==> src/rtl/comb_sched_ctrl.sv <==
// Scheduler for the GCN combination phase: walks output rows and accumulation
// columns, gates the MAC array (clear / accumulate) and hands each finished row
// to the result memory with a valid/ready write-back handshake.
module comb_sched_ctrl #(
   parameter int unsigned NUM_ROWS = 6,
   parameter int unsigned NUM_COLS = 6,
   parameter int unsigned ROW_W    = 3,
   parameter int unsigned COL_W    = 3
) (
   input  logic             clk,
   input  logic             reset,
   input  logic             start,
   input  logic             abort,
   input  logic             rd_valid,
   input  logic             wr_ready,
   output logic [ROW_W-1:0] row_addr,
   output logic [COL_W-1:0] col_addr,
   output logic             rd_req,
   output logic             mac_clr,
   output logic             mac_en,
   output logic             wr_valid,
   output logic             busy,
   output logic             done,
   output logic             done_lvl,
   output logic [2:0]       state_o
);

   localparam int unsigned ROW_LAST = NUM_ROWS - 1;
   localparam int unsigned COL_LAST = NUM_COLS - 1;

   typedef enum logic [2:0] {
      S_IDLE     = 3'd0,
      S_LOAD_ROW = 3'd1,
      S_ACCUM    = 3'd2,
      S_WRITE    = 3'd3,
      S_DONE     = 3'd4
   } state_t;

   state_t           state_q, state_d;
   logic [ROW_W-1:0] row_q, row_d;
   logic [COL_W-1:0] col_q, col_d;
   logic             done_lvl_q, done_lvl_d;
   logic             row_last;
   logic             col_last;

   // Last-index detection on zero-extended counters (no truncation of NUM_*-1)
   assign row_last = (32'(row_q) == ROW_LAST);
   assign col_last = (32'(col_q) == COL_LAST);

   // State, counter and sticky-done registers
   always_ff @(posedge clk or posedge reset) begin
      if (reset) begin
         state_q    <= S_IDLE;
         row_q      <= '0;
         col_q      <= '0;
         done_lvl_q <= 1'b0;
      end else begin
         state_q    <= state_d;
         row_q      <= row_d;
         col_q      <= col_d;
         done_lvl_q <= done_lvl_d;
      end
   end

   // Next-state and counter update; abort overrides every transition
   always_comb begin
      state_d    = state_q;
      row_d      = row_q;
      col_d      = col_q;
      done_lvl_d = done_lvl_q;
      if (abort) begin
         state_d    = S_IDLE;
         row_d      = '0;
         col_d      = '0;
         done_lvl_d = 1'b0;
      end else begin
         case (state_q)
            S_IDLE: begin
               if (start) begin
                  state_d    = S_LOAD_ROW;
                  row_d      = '0;
                  col_d      = '0;
                  done_lvl_d = 1'b0;
               end
            end
            S_LOAD_ROW: begin
               col_d   = '0;
               state_d = S_ACCUM;
            end
            S_ACCUM: begin
               if (rd_valid) begin
                  if (col_last) begin
                     state_d = S_WRITE;
                  end else begin
                     col_d = col_q + COL_W'(1);
                  end
               end
            end
            S_WRITE: begin
               if (wr_ready) begin
                  if (row_last) begin
                     state_d = S_DONE;
                  end else begin
                     row_d   = row_q + ROW_W'(1);
                     state_d = S_LOAD_ROW;
                  end
               end
            end
            S_DONE: begin
               done_lvl_d = 1'b1;
               state_d    = S_IDLE;
            end
            default: begin
               state_d = S_IDLE;
            end
         endcase
      end
   end

   // Control strobes decoded from the registered state
   assign busy     = (state_q != S_IDLE);
   assign mac_clr  = (state_q == S_LOAD_ROW);
   assign rd_req   = (state_q == S_ACCUM);
   assign mac_en   = (state_q == S_ACCUM) && rd_valid;
   assign wr_valid = (state_q == S_WRITE);
   assign done     = (state_q == S_DONE);
   assign done_lvl = done_lvl_q;
   assign row_addr = row_q;
   assign col_addr = col_q;
   assign state_o  = state_q;

endmodule

==> config.mk <==
export PLATFORM = sky130hd
export DESIGN_NAME = comb_sched_ctrl
export DESIGN_NICKNAME = d
export VERILOG_FILES = /design/src/rtl/comb_sched_ctrl.sv
export SDC_FILE = /design/constraint.sdc
export NUM_CORES = 1
export LEC_CHECK = 0
export ABC_AREA = 0
export BUFFER_PORTS_ARGS = -buffer_cell sky130_fd_sc_hd__buf_4
export CORE_MARGIN = 4
export CORE_UTILIZATION = 35
export DETAILED_ROUTE_END_ITERATION = 7
export SYNTH_ARGS = -nofsm -noshare
export SYNTH_HDL_FRONTEND = slang
export SYNTH_SLANG_ARGS = --single-unit
==> constraint.sdc <==
create_clock -name clk -period 2 [get_ports clk]
set_clock_uncertainty 0.1 [all_clocks]
set_input_delay 0.2 -clock clk [delete_from_list [all_inputs] [get_ports clk]]
set_output_delay 0.2 -clock clk [all_outputs]
set_load 0.01 [all_outputs]
==> impl_metrics.toml, run 1 <==
[status]
outcome = "finished, final reports clean"

[clock_tree]
clk_pin_slew_worst_paths_ns = 0.07
ctsResizeCount = 0
cts_buffer_depth = 2
cts_root_buf = "clkbuf_4"
cts_tree = "built"
cts_hold_buffers = 1
cts_buffers = 3
clk_latency_ns = 0.26
postCtsSetupBuffers = 0
cts.sinks = 10
h-tree-depth = 1

[setup_path]
slowest_delay_ns = 0.55
critical_path_required_ns = 1.70
worst_ep_arrival_time_ns = 1.50
crit_buf_inv = 1
critPathTopFamily = "flip-flops"
timing.rr.end = "col_addr[2]$_DFFE_PP0P_"
r2r-start = "state_o[1]$_DFFE_PP0P_"
r2r_cells = 4
crit_chain = "or3_2 -> buf_4"
setup.worst_path.end_class = "output port"
r2r_slack_ns = 0.27
crit_type = "register to output port"
worstPathMaxFanout = 14
start_kind = "register"
crit_slowest_cell = "dfrtp_1"

[placement]
gp_congestion = 0.7544
dpl.hpwl_microns = 1157
portBuffers = 21

[hold_path]
holdCritPathClass = "input pin to register"
worstHoldPathCells = 2
hold_end = "row_addr[2]$_DFFE_PP0P_"
hp-start = "abort"

[floorplan]
ios = 22
dieHeight_microns = 52.30
initial_utilization = 0.3813
die_w_microns = 52.30
dieArea_sq_um = 2735
coreArea_sq_um = 1802
row_count = 15

[timing]
fin_setup_tns_ns = 0
fin_crit_sh = 0.9010
rsz0062_at_grt = "no"
finalCriticalPeriod_ns = 1.802
worst_pin_slew_ns = 0.4878
fmax_mhz = 554.9
slew_violations = 0
setup_viol = 0
slew_headroom = 0.6748
hold_violations = 0
whs_ns = 0.06048

[yosys]
yosysTopAreaCell = "dfrtp_1"
ys.flop_type = "dfrtp_1"
synth_area_leaders = "dfrtp_1 (36%), ha_1 (7.3%), a2111oi_4 (4.0%), nor2_1 (3.8%), buf_6 (3.3%)"
syn_area_sq_um = 686.9
synth_seq_cells = 10
yosysMostFrequentCell = "dfrtp_1"
synth_top_area_frac = 0.3643
async_reset_ff_frac = 1.000
synth-seq-area-share = 0.3643
synth_commonest_cells = "dfrtp_1 (10), nor2_1 (7), nand2_1 (5)"
synth_edf_count = 0
synth_area_per_cell_sq_um = 9.955
yosysWarnings = 0
syn_inst = 69
synth_nets = 79
yosysUniqueCellTypes = 37

[layout]
drive_gt1_frac = 0.3596
nets = 101
diodes = 0
areaGrowthSynthToFinish_pct = 27.32

[global_routing]
track_usage = 0.1286
antenna_found_initial = 0
grt_pass1_wl_microns = 2635
overflow = 0
grt_pass1_vias = 563
grt_max_degree = 15

[drt]
ant_nets = 0
firstDrtPassIters = 4
num_vias = 600
wire_per_inst_microns = 13.64
drt_iter0_markers = 11
drc_errors = 0
avgViaCountPerCell = 5.263
routed_wl_microns = 1555

[pwr]
p_per_area_nw_per_um2 = 531.6
vdd.ir_drop.worst_mv = 0.4212
p_leak_nw = 0.4088

[job]
drv_cap = 0
[worst max-delay path by stage]
stage                                 startpoint                      end  cells after the start
after floorplan           state_o[1]$_DFFE_PP0P_  col_addr[2]$_DFFE_PP0P_                      5
after global placement    state_o[1]$_DFFE_PP0P_  col_addr[2]$_DFFE_PP0P_                      4
after detailed placement  state_o[1]$_DFFE_PP0P_  row_addr[2]$_DFFE_PP0P_                      4
after CTS                 state_o[2]$_DFFE_PP0P_                     busy                      2
after global routing      state_o[2]$_DFFE_PP0P_                     busy                      2
final                     state_o[2]$_DFFE_PP0P_                     busy                      2
[final cells by class]
class	count	area, sq um
clock buffers	3	22.52
fillers	187	927.1
inverters	3	11.26
multi-input cells	51	391.6
flip-flops and latches	10	250.2
well taps	25	31.28
repair buffers	22	167.7
[through the flow]
step                instances  worst slack, ns    util  cell area (sq um)  power, mW
global placement          110           0.3190  0.4674              842.1     0.3260
detailed placement        110           0.2834  0.4674              842.1     0.3272
finish                    114           0.1980  0.4854              874.6     0.4650
CTS                       114           0.2032  0.4854              874.6     0.4710
floorplan                  69           0.3496       -              686.9     0.2914
global route              114           0.1394  0.4854              874.6     0.4879
[where the power goes]
group	switching, mW	total, mW	leakage [nW]	internal [mW]
logic	0.0501	0.102	0.257	0.0517
registers	0.0147	0.222	0.138	0.207
clock network	0.0714	0.141	0.0138	0.0696
total	0.136	0.465	0.409	0.329
[kinds of logic after synthesis]
kind of cell               count (synthesis)  share of synthesized area
AOI/OAI and AO/OA                         15                     0.2004
adders and majority gates                  4                    0.07286
buffers and inverters                      8                    0.06557
DFF                                       10                     0.3643
muxes                                      3                    0.04554
and+or+nand+nor                           29                     0.2514
[registers in the layout, indices dropped and copies added (netlist names)]
| signal | cells |
|---|---|
| state_o | 3 |
| row_addr | 3 |
| col_addr | 3 |
| done_lvl | 1 |
[layout by cell type, fill, tap and decap left out, drive strengths merged, types with 2 or more instances in the layout]
cell type / count
dfrtp: 10
buf: 21
nand2: 5
inv: 3
and2: 3
clkbuf: 3
nor2: 7
a2111oi: 2
nor3: 2
mux2i: 2
ha: 4
a21oi: 4
nor3b: 3
[layer usage]
metal / up-vias / track usage / share of wire
met4: 0 / 0.06383 / 0.022
met3: 4 / 0.01994 / 0.050
li1: 297 / - / -
met2: 17 / 0.1777 / 0.42
met1: 282 / 0.1896 / 0.51
met5: - / 0 / 0
Note: power is estimated with default switching activity, not from simulation.
==> inputs of run 2 (changes only) <==
==> constraint.sdc (replaced) <==
create_clock -name clk -period 1.6 [get_ports clk]
set_clock_uncertainty 0.1 [all_clocks]
set_input_delay 0.16 -clock clk [delete_from_list [all_inputs] [get_ports clk]]
set_output_delay 0.16 -clock clk [all_outputs]
set_load 0.01 [all_outputs]
==> run 2 against run 1 <==
The flow now finishes with violations (negative setup slack). Core utilization up 12 points. Via count up 12%. Sequential power up 20%. Worst setup slack worse by 0.25 ns. Wire length up 18%. Total power up 45%. Die area unchanged. Critical path depth up 2. First-iteration DRC count up 18%. Global-route usage up 1.3 points. Clock power up 28%. Largest cell class unchanged. Largest power group unchanged. Highest routed layer unchanged.
==> impl_metrics.toml, run 2 (same netlist as run 1, synthesis figures left out) <==
[floorplan]
die_w_microns = 52.30
initial_utilization = 0.3813
row_count = 15
coreArea_sq_um = 1802
dieHeight_microns = 52.30
ios = 22
dieArea_sq_um = 2735

[placement]
dpl.hpwl_microns = 1297
pre_cts_ws_ns = 0.03690
placed_area_sq_um = 922.1
gp_congestion = 0.7512
dpl.cell_count = 120
portBuffers = 21

[layout]
diodes = 0
layout_commonest_cell = "buf_4"
areaGrowthSynthToFinish_pct = 58.11
instances_no_fill = 131
finalInstanceArea_sq_um = 1086
seqCellArea_sq_um = 252.7
drive_gt1_frac = 0.5660
nets = 118
fillers = 169
final_cell_mix = "buf_4 (31), dfrtp_1 (8), buf_6 (7)"
utilization = 0.6028
multiInputGateArea_sq_um = 446.7

[drt]
drt_iter0_markers = 13
drc_errors = 0
avgViaCountPerCell = 5.122
routed_wl_microns = 1841
ant_nets = 0
firstDrtPassIters = 4
num_vias = 671
wire_per_inst_microns = 14.05

[setup_path]
critical_path_required_ns = 1.34
crit_chain = "buf_6 -> buf_6 -> or3_4 -> buf_6"
setup.worst_path.end_class = "output port"
slowest_delay_ns = 0.44
start_kind = "register"
crit_top_cell = "buf_6"
worst_ep_arrival_time_ns = 1.39
worstPathMaxFanout = 4
critPathTopFamily = "flip-flops"
crit_type = "register to output port"
crit_buf_inv = 3
crit_slowest_cell = "dfrtp_2"
r2r_slack_ns = -0.01

[clock_tree]
cts_buffer_depth = 2
h-tree-depth = 1
cts_tree = "built"
cts_buffers = 3
clk_latency_ns = 0.27
clk_pin_slew_worst_paths_ns = 0.06
cts_root_buf = "clkbuf_4"
cts.sinks = 10

[global_routing]
grt_max_degree = 11
use_met1 = 0.1864
overflow = 0
grt_use_met2 = 0.2273
track_usage = 0.1412
grt.met3_usage = 0.01709
grt_pass1_wl_microns = 2849
grt.busiest_layer = "met2"
grt_pass1_vias = 635
antenna_found_initial = 0

[timing]
whs_ns = 0.02525
rsz0062_at_grt = "yes"
setup_viol = 4
finalCriticalPeriod_ns = 1.651
worst_pin_slew_ns = 0.4161
fin_setup_tns_ns = -0.08158
timing.final.ws_setup_ns = -0.05065
slew_violations = 0
fin_crit_sh = 1.032
fmax_mhz = 605.8
hold_violations = 0
slew_headroom = 0.7223

[job]
drv_cap = 0

[pwr]
p_leak_nw = 0.5118
p_per_area_nw_per_um2 = 621.4
vdd.ir_drop.worst_mv = 0.4194
total_power_mw = 0.6749

[status]
violations = "negative setup slack"
outcome = "complete, but fails checks"

[hold_path]
holdCritPathClass = "input pin to register"
-- run 2: layout make-up --
class / count / share of cell area
clock buffer: 3 / 0.02074
inverter: 3 / 0.01037
multi-input combinational: 51 / 0.4113
sequential: 10 / 0.2327
tap: 25 / 0.02880
timing repair buffer: 39 / 0.2961
-- run 2: what timing repair did --
action,4_1_cts,5_1_grt
gates cloned,0,0
resized for setup,5,16
endpoints found under the hold margin,10,0
hold buffers,1,0
setup endpoints to repair,3,9
pin swaps,0,5
setup buffers,4,4
-- run 2: power by group --
part / internal (mW) / switching, mW / total [mW]
Combinational: 0.127 / 0.0996 / 0.226
Clock: 0.0872 / 0.0941 / 0.181
Sequential: 0.260 / 0.00706 / 0.267
-- run 2: worst paths after layout --
check	from	endpoint	cells past startpoint
setup / recovery	state_o[1]$_DFFE_PP0P_	busy	4
hold / removal	abort	row_addr[2]$_DFFE_PP0P_	2
min in group asynchronous	reset	done_lvl$_DFFE_PP0P_	3
setup reg to reg	state_o[1]$_DFFE_PP0P_	col_addr[1]$_DFFE_PP0P_	5
hold reg to reg	row_addr[0]$_DFFE_PP0P_	row_addr[0]$_DFFE_PP0P_	1
max in group asynchronous	reset	state_o[1]$_DFFE_PP0P_	3
-- run 2: metal layers --
| metal | vias to the layer above | routed length [microns] |
|---|---|---|
| li1 | 330 | - |
| met1 | 316 | 864 |
| met2 | 20 | 840 |
| met3 | 5 | 99 |
| met4 | 0 | 36 |
| met5 | - | 0 |
